<file path="src/rtl/control_pkg.sv">
// control_pkg: state, opcode and datapath select encodings for the Mary/Shelley control unit.
package control_pkg;
  typedef enum logic [1:0] {FETCH, DECODE, EXECUTE, WRITEBACK} state_t;
  localparam logic [4:0] OP_APUT = 5'd0;
  localparam logic [4:0] OP_SPUT = 5'd1;
  localparam logic [4:0] OP_AADD = 5'd2;
  localparam logic [4:0] OP_ASUB = 5'd3;
  localparam logic [4:0] OP_SPEK = 5'd4;
  localparam logic [4:0] OP_SPOP = 5'd5;
  localparam logic [3:0] ALU_ADD = 4'b0010;
  localparam logic [3:0] ALU_SUB = 4'b0011;
  localparam logic [1:0] MARY_MEM = 2'b00;
  localparam logic [1:0] MARY_ALU = 2'b01;
  localparam logic [1:0] MARY_IMM = 2'b11;
  localparam logic [1:0] SHEL_MEM = 2'b00;
  localparam logic [1:0] SHEL_IMM = 2'b01;
  localparam logic [1:0] SP_DEC = 2'b01;
  localparam logic [1:0] SP_INC = 2'b10;
  localparam logic [2:0] MEM_PC = 3'b000;
  localparam logic [2:0] MEM_PUSH = 3'b100;
  localparam logic [2:0] MEM_PEEK = 3'b101;
  localparam logic [2:0] MEM_POP = 3'b110;
  localparam logic [2:0] PC_INC = 3'b000;
  localparam logic [2:0] MSRC_MARY = 3'b000;
  localparam logic [2:0] MSRC_SHELLEY = 3'b001;
endpackage

</file>
<file path="src/rtl/control_unit.sv">
// control_unit: multicycle FETCH/DECODE/EXECUTE/WRITEBACK controller with Mealy datapath controls.
import control_pkg::*;

module control_unit (
  input  logic       CLK,
  input  logic       Reset,
  input  logic [4:0] OPCODE,
  input  logic       flagbit,
  output logic       MemRead,
  output logic       MemWrite,
  output logic [2:0] MemSrc,
  output logic       RegWrite,
  output logic       MaryWrite,
  output logic       ShelleyWrite,
  output logic       CompWrite,
  output logic       RAWrite,
  output logic       PCWrite,
  output logic       SPWrite,
  output logic [1:0] MarySrc,
  output logic [1:0] ShelleySrc,
  output logic       RASrc,
  output logic [2:0] PCSrc,
  output logic [1:0] SPSrc,
  output logic       RegDst,
  output logic [2:0] MemDst,
  output logic       RegData,
  output logic       SrcA,
  output logic       SrcB,
  output logic [3:0] ALUOP
);
  state_t r_state;
  logic   w_long;

  assign w_long = OPCODE inside {OP_AADD, OP_ASUB, OP_SPEK, OP_SPOP};

  always_ff @(posedge CLK) begin
    if (!Reset) r_state <= FETCH;
    else case (r_state)
      FETCH:   r_state <= DECODE;
      DECODE:  r_state <= EXECUTE;
      EXECUTE: r_state <= w_long ? WRITEBACK : FETCH;
      default: r_state <= FETCH;
    endcase
  end

  // Outputs are forced to 0 while Reset is held low, independent of the state register.
  always_comb begin
    MemRead = 1'b0;
    MemWrite = 1'b0;
    MemSrc = MSRC_MARY;
    RegWrite = 1'b0;
    MaryWrite = 1'b0;
    ShelleyWrite = 1'b0;
    CompWrite = 1'b0;
    RAWrite = 1'b0;
    PCWrite = 1'b0;
    SPWrite = 1'b0;
    MarySrc = 2'b00;
    ShelleySrc = 2'b00;
    RASrc = 1'b0;
    PCSrc = PC_INC;
    SPSrc = 2'b00;
    RegDst = 1'b0;
    MemDst = MEM_PC;
    RegData = 1'b0;
    SrcA = 1'b0;
    SrcB = 1'b0;
    ALUOP = 4'b0000;
    if (Reset) case (r_state)
      FETCH: begin
        MemRead = 1'b1;
        RegWrite = 1'b1;
        PCWrite = 1'b1;
      end
      EXECUTE: case (OPCODE)
        OP_APUT: begin
          MaryWrite = !flagbit;
          MarySrc = flagbit ? 2'b00 : MARY_IMM;
          ShelleyWrite = flagbit;
          ShelleySrc = flagbit ? SHEL_IMM : 2'b00;
        end
        OP_SPUT: begin
          MemWrite = 1'b1;
          MemDst = MEM_PUSH;
          MemSrc = flagbit ? MSRC_SHELLEY : MSRC_MARY;
          SPWrite = 1'b1;
          SPSrc = SP_DEC;
        end
        OP_AADD, OP_ASUB: begin
          SrcB = !flagbit;
          ALUOP = (OPCODE == OP_AADD) ? ALU_ADD : ALU_SUB;
        end
        OP_SPEK, OP_SPOP: begin
          MemRead = 1'b1;
          MemDst = (OPCODE == OP_SPEK) ? MEM_PEEK : MEM_POP;
        end
        default: ;
      endcase
      WRITEBACK: case (OPCODE)
        OP_AADD, OP_ASUB: begin
          MaryWrite = 1'b1;
          MarySrc = MARY_ALU;
        end
        OP_SPEK, OP_SPOP: begin
          MaryWrite = !flagbit;
          MarySrc = MARY_MEM;
          ShelleyWrite = flagbit;
          ShelleySrc = SHEL_MEM;
          SPWrite = (OPCODE == OP_SPOP);
          SPSrc = (OPCODE == OP_SPOP) ? SP_INC : 2'b00;
        end
        default: ;
      endcase
      default: ;
    endcase
  end
endmodule

</file>
<file path="config.mk">
export PLATFORM = sky130hd
export DESIGN_NAME = control_unit
export DESIGN_NICKNAME = d
export VERILOG_FILES = /design/src/rtl/control_pkg.sv /design/src/rtl/control_unit.sv
export SDC_FILE = /design/constraint.sdc
export NUM_CORES = 1
export LEC_CHECK = 0
export ABC_CLOCK_PERIOD_IN_PS = 1700
export BUFFER_PORTS_ARGS = -buffer_cell sky130_fd_sc_hd__buf_4
export CORE_AREA = 4 4 41 43
export CTS_CLUSTER_DIAMETER = 50
export DETAILED_ROUTE_END_ITERATION = 7
export DIE_AREA = 0 0 45 47
export HOLD_SLACK_MARGIN = 0.05
export PLACE_DENSITY = 0.76
export RECOVER_POWER = 50
export SYNTH_ARGS = -nofsm -noshare
export SYNTH_HDL_FRONTEND = slang
export SYNTH_SLANG_ARGS = --single-unit
</file>
<file path="constraint.sdc">
create_clock -name CLK -period 1.7 [get_ports CLK]
set_clock_uncertainty 0.1 [all_clocks]
set_input_delay 0.17 -clock CLK [delete_from_list [all_inputs] [get_ports CLK]]
set_output_delay 0.17 -clock CLK [all_outputs]
set_load 0.05 [all_outputs]
</file>
==> results.toml, run 1 <==
[cts]
ctsLongestPathBuffers = 2
cts_tree = "yes"
clock_latency_ns = 0.23
cts_made_buffers = 3
cts_root_buffer = "clkbuf_4"
cts_sinks = 2
htreeDepth = 1
clk_pin_slew_worst_paths_ns = 0.03

[sta]
post-route-min-period_ns = 1.62
setup-violations-final = 0
period_share = 0.952
maxSlewViolCount = 0
hold_viol = 0
hold_slack_ns = 0.138
fin_ws_ns = 0.0818
fmaxAchievable_mhz = 618

[detailed_routing]
vias = 505
vias_per_cell = 4.72
wirelength_microns = 1240
drtIter0Drc = 6
wl_per_cell_microns = 11.5
drc = 0
first_pass_iters = 2
drtAntennaViolNets = 0

[grt]
grt_start_max_net_pins = 12
antenna_found_initial = 0
grt_overflow = 0
grt_pass1_vias = 439
grt_pass1_wl_microns = 1860
grtUsageTotal = 0.118

[yosys]
yosys.area.top_type_share = 0.255
synth-edff-count = 0
synthArstFlopShare = 0
ys_ff_latch = 2
ys_top_cells_by_count = "buf_4, nor2_1, nor3_1"
avgSynthCellArea_sq_um = 7.02
synth_ff_type = "dfxtp_1"
synth_top_cells_by_area = "buf_4, dfxtp_1, nor3_1"
yosysMostFrequentCell = "buf_4"
syn_area_sq_um = 470
synth_warnings = 0
postSynthCellCount = 67
yosys.area.top_type = "buf_4"
ys_seq_area_frac = 0.0851
ys_types = 27

[layout]
nets = 102
area_delta_synth_final_pct = 46.0
final_util = 0.528
drive_above_1_share = 0.511
largest_registers = "r_state: 2 flops"
postLayoutCellArea_sq_um = 687
diodes = 0
largest_reg_flops = 2
regMostFlops = "r_state"

[power_and_ir_drop]
power_w = 0.000352
p_per_area_nw_per_um2 = 512
p_leak_nw = 0.310
vdd_drop_max_mv = 0.378

[floorplan]
coreArea_sq_um = 1300
start_util = 0.362
dieArea_sq_um = 2120
die_w_microns = 45
io-pin-count = 41
rows = 13
die_h_microns = 47

[run_status]
status = "completed"

[placed_design]
place.gp.congestion = 0.800
hpwl_microns = 948
port_buffers = 26
dpl_worst_slack_ns = 0.163
dpl_cell_area_sq_um = 626

[setup_path]
path_max_fanout = 10
regToRegSetupSlack_ns = 0.57
worst_ep_required_time_ns = 1.43
endpoint_kind = "output port"
arrival_ns = 1.35
critPathKind = "flip-flop to output port"
crit_path_start_kind = "flip-flop"

[hold_path]
hold_class = "input port to flip-flop"

[flow_run]
maxCapViolations = 0
==> logic make-up (layout without fill, tap and decap cells) <==
group,count (synthesis),in the layout,share of synthesized area
XOR/XNOR,2,2,0.0372
buffers and inverters,20,32,0.298
other,1,14,0.00797
flip-flops,2,2,0.0851
multiplexers,1,1,0.0213
AND/OR/NAND/NOR,35,35,0.463
AO/OA/AOI/OAI,6,6,0.0878
==> metal layers <==
layer	global-route usage	vias up	part of all wire
met4	0.0877	0	0.016
li1	-	253	-
met1	0.145	222	0.38
met3	0.00766	2	0.12
met5	0	-	0
met2	0.192	28	0.49
==> path summary, 6_finish.rpt <==
check,from,endpoint,depth (start not counted)
max,r_state[0],MarySrc[1],3
max reg2reg,r_state[0],r_state[1],3
min reg2reg,r_state[0],r_state[1],2
min,OPCODE[4],r_state[1],3
==> cells in the final DEF (no fill, tap or decap), drive strengths merged, types with 2 or more instances in the layout <==
cell / n
clkbuf: 3
nand4b: 2
buf: 29
nor2: 8
or3: 2
conb: 14
nor3: 8
nand3b: 2
nand3: 2
nand2: 4
a21oi: 3
dfxtp: 2
==> repair_timing <==
item / CTS / global route
endpoints found under the setup margin: 2 / 9
hold buffers: 0 / 0
pin swaps: 1 / 1
resized for setup: 1 / 6
buffers inserted: 1 / 1
==> area by class of cell <==
type	count	area, sq um
repair buffers	29	221
well taps	15	18.8
clock buffers	3	22.5
multi-input cells	58	379
fillers	140	614
flip-flops and latches	2	45.0
==> stage by stage <==
step           TNS [ns]  cells
3_3_place_gp          0    102
5_1_grt         -0.0276    107
4_1_cts               0    106
2_1_floorplan     -1.53     80
3_5_place_dp          0    102
6_report              0    107
==> power breakdown <==
group          internal, W  leakage, nW  switching, W
Combinational    0.0000445        0.279      0.000138
Clock            0.0000781       0.0138     0.0000304
Sequential       0.0000523       0.0175    0.00000834
Total             0.000175        0.310      0.000177
==> worst max-delay path, stage by stage (launching register included) <==
cell and delay, ns:
dfxtp_4 0.36, and4bb_2 0.34, nor4b_4 0.19, buf_4 0.23
(Power assumes the default switching activity.)
==> inputs of run 2 (changes only) <==
--- a/config.mk
+++ b/config.mk
@@ -5,6 +5,7 @@
 export SDC_FILE = /design/constraint.sdc
 export NUM_CORES = 1
 export LEC_CHECK = 0
+export ABC_AREA = 1
 export ABC_CLOCK_PERIOD_IN_PS = 1700
 export BUFFER_PORTS_ARGS = -buffer_cell sky130_fd_sc_hd__buf_4
 export CORE_AREA = 4 4 41 43
@@ -12,7 +13,7 @@
 export DETAILED_ROUTE_END_ITERATION = 7
 export DIE_AREA = 0 0 45 47
 export HOLD_SLACK_MARGIN = 0.05
-export PLACE_DENSITY = 0.76
+export PLACE_DENSITY = 0.74
 export RECOVER_POWER = 50
 export SYNTH_ARGS = -nofsm -noshare
 export SYNTH_HDL_FRONTEND = slang
==> results.toml, run 2 <==
[yosys]
synth_top_cells_by_area = "buf_4, nand2_1, dfxtp_1"
synth_ff_type = "dfxtp_1"
synthXorXnorAreaFrac = 0
yosys.area.top_type = "buf_4"
synth_compound_area_frac = 0.112
yosys.area_share.adder = 0
ys_top_cells_by_count = "buf_4, nand2_1, inv_1"
synthArstFlopShare = 0
synthMuxAreaShare = 0
ys_types = 20
ys_ff_latch = 2
postSynthCellCount = 76
synth-edff-count = 0
ys_seq_area_frac = 0.0896
synth_warnings = 0
synth_top_family_by_area = "simple AND/OR/NAND/NOR gates"
yosys.area_share.simple = 0.412
syn_area_sq_um = 447
avgSynthCellArea_sq_um = 5.88
yosys.area.top_type_share = 0.269
yosysMostFrequentCell = "buf_4"

[grt]
grt_start_max_net_pins = 11
grtUsageTotal = 0.107
grt_pass1_vias = 430
grt_overflow = 0
antenna_found_initial = 0
grt_pass1_wl_microns = 1770

[detailed_routing]
wl_per_cell_microns = 9.42
first_pass_iters = 2
vias = 508
vias_per_cell = 4.34
drtIter0Drc = 5
wirelength_microns = 1100
drc = 0
drtAntennaViolNets = 0

[hold_path]
hold_class = "input port to flip-flop"
hold_depth = 3
min_to = "r_state[1]"
hp-start = "Reset"

[placed_design]
place.gp.congestion = 0.732
dpl_cell_area_sq_um = 606
port_buffers = 26
dpl_worst_slack_ns = 0.303
hpwl_microns = 975

[layout]
fill_cells = 168
largest_registers = "r_state: 2 flops"
final_common_cell = "buf_4"
final_cell_mix = "buf_4, conb_1, nand2_1, inv_1, clkbuf_2"
postLayoutCellArea_sq_um = 614
regMostFlops = "r_state"
nets = 112
drive_above_1_share = 0.471
final_util = 0.472
diodes = 0
largest_reg_flops = 2
area_delta_synth_final_pct = 37.5

[cts]
ctsResizeCount = 0
cts_made_buffers = 3
cts_setup_buffers = 0
cts_hold_buffers = 0
htreeDepth = 1
clk_pin_slew_worst_paths_ns = 0.03
cts_tree = "yes"
cts_sinks = 2
ctsLongestPathBuffers = 2
clock_latency_ns = 0.22
cts_root_buffer = "clkbuf_4"

[floorplan]
rows = 13
coreArea_sq_um = 1300
io-pin-count = 41
die_h_microns = 47
die_w_microns = 45
start_util = 0.343
dieArea_sq_um = 2120

[setup_path]
path_max_fanout = 6
crit_path_start_kind = "flip-flop"
regToRegSetupSlack_ns = 0.72
worstReg2RegEnd = "r_state[0]"
r2r_cells = 2
worst_ep_required_time_ns = 1.43
endpoint_kind = "output port"
critPathKind = "flip-flop to output port"
reg2reg_from = "r_state[0]"
arrival_ns = 1.29

[power_and_ir_drop]
p_per_area_nw_per_um2 = 526
p_leak_nw = 0.347
vdd_drop_max_mv = 0.356
power_w = 0.000323

[sta]
post-route-min-period_ns = 1.56
grt_setup_unrepaired = "no"
setup-violations-final = 0
maxSlewViolCount = 0
fin_ws_ns = 0.142
fmaxAchievable_mhz = 642
hold_viol = 0
period_share = 0.916
setup_tns_ns = 0

[flow_run]
maxCapViolations = 0

[run_status]
status = "completed"
run 2: kinds of logic (layout without fill, tap and decap cells):
kind of cell,after synthesis,after routing
flip-flops,2,2
other,1,14
AND/OR/NAND/NOR,36,36
AO/OA/AOI/OAI,8,8
buffers and inverters,29,42
run 2: stage by stage:
stage,std cells,hold WS (ns)
floorplan,89,0.319
global placement,114,0.437
detailed placement,114,0.440
CTS,117,0.268
global route,117,0.301
finish,117,0.262
run 2: power by group:
| part | internal, W | total (W) | switching [W] |
|---|---|---|---|
| Clock | 0.0000775 | 0.000101 | 0.0000230 |
| Sequential | 0.0000526 | 0.0000594 | 0.00000681 |
| Combinational | 0.0000288 | 0.000163 | 0.000134 |
run 2: critical path: stages (launching register included):
cell	delay, ns
dfxtp_2	0.36
nand2_2	0.06
nor2_2	0.11
nand3_1	0.14
o21ai_1	0.11
clkbuf_2	0.29
run 2: worst max path at each step:
stage | slack [ns] | depth (start not counted) | end | start
global placement | 0.31 | 5 | MaryWrite | r_state[1]
global route | 0.04 | 5 | SPSrc[1] | r_state[0]
detailed placement | 0.30 | 5 | MaryWrite | r_state[1]
CTS | 0.06 | 5 | MaryWrite | r_state[1]
floorplan | -0.23 | 4 | MemDst[0] | r_state[1]
finish | 0.14 | 5 | MemDst[2] | r_state[1]
run 2: cell type report:
cell class	instances	area (sq um)	area share
repair buffers	26	179	0.291
multi-input cells	58	303	0.493
well taps	15	18.8	0.0305
flip-flops and latches	2	42.5	0.0692
clock buffers	3	22.5	0.0367
inverters	13	48.8	0.0794
run 2: routing by layer:
layer  GRT usage  wire [microns]  vias up
li1            -               -      265
met1       0.143             461      216
met2       0.184             497       27
met3      0.0192             143        0
met4      0.0175               0        0
met5           0               0        -
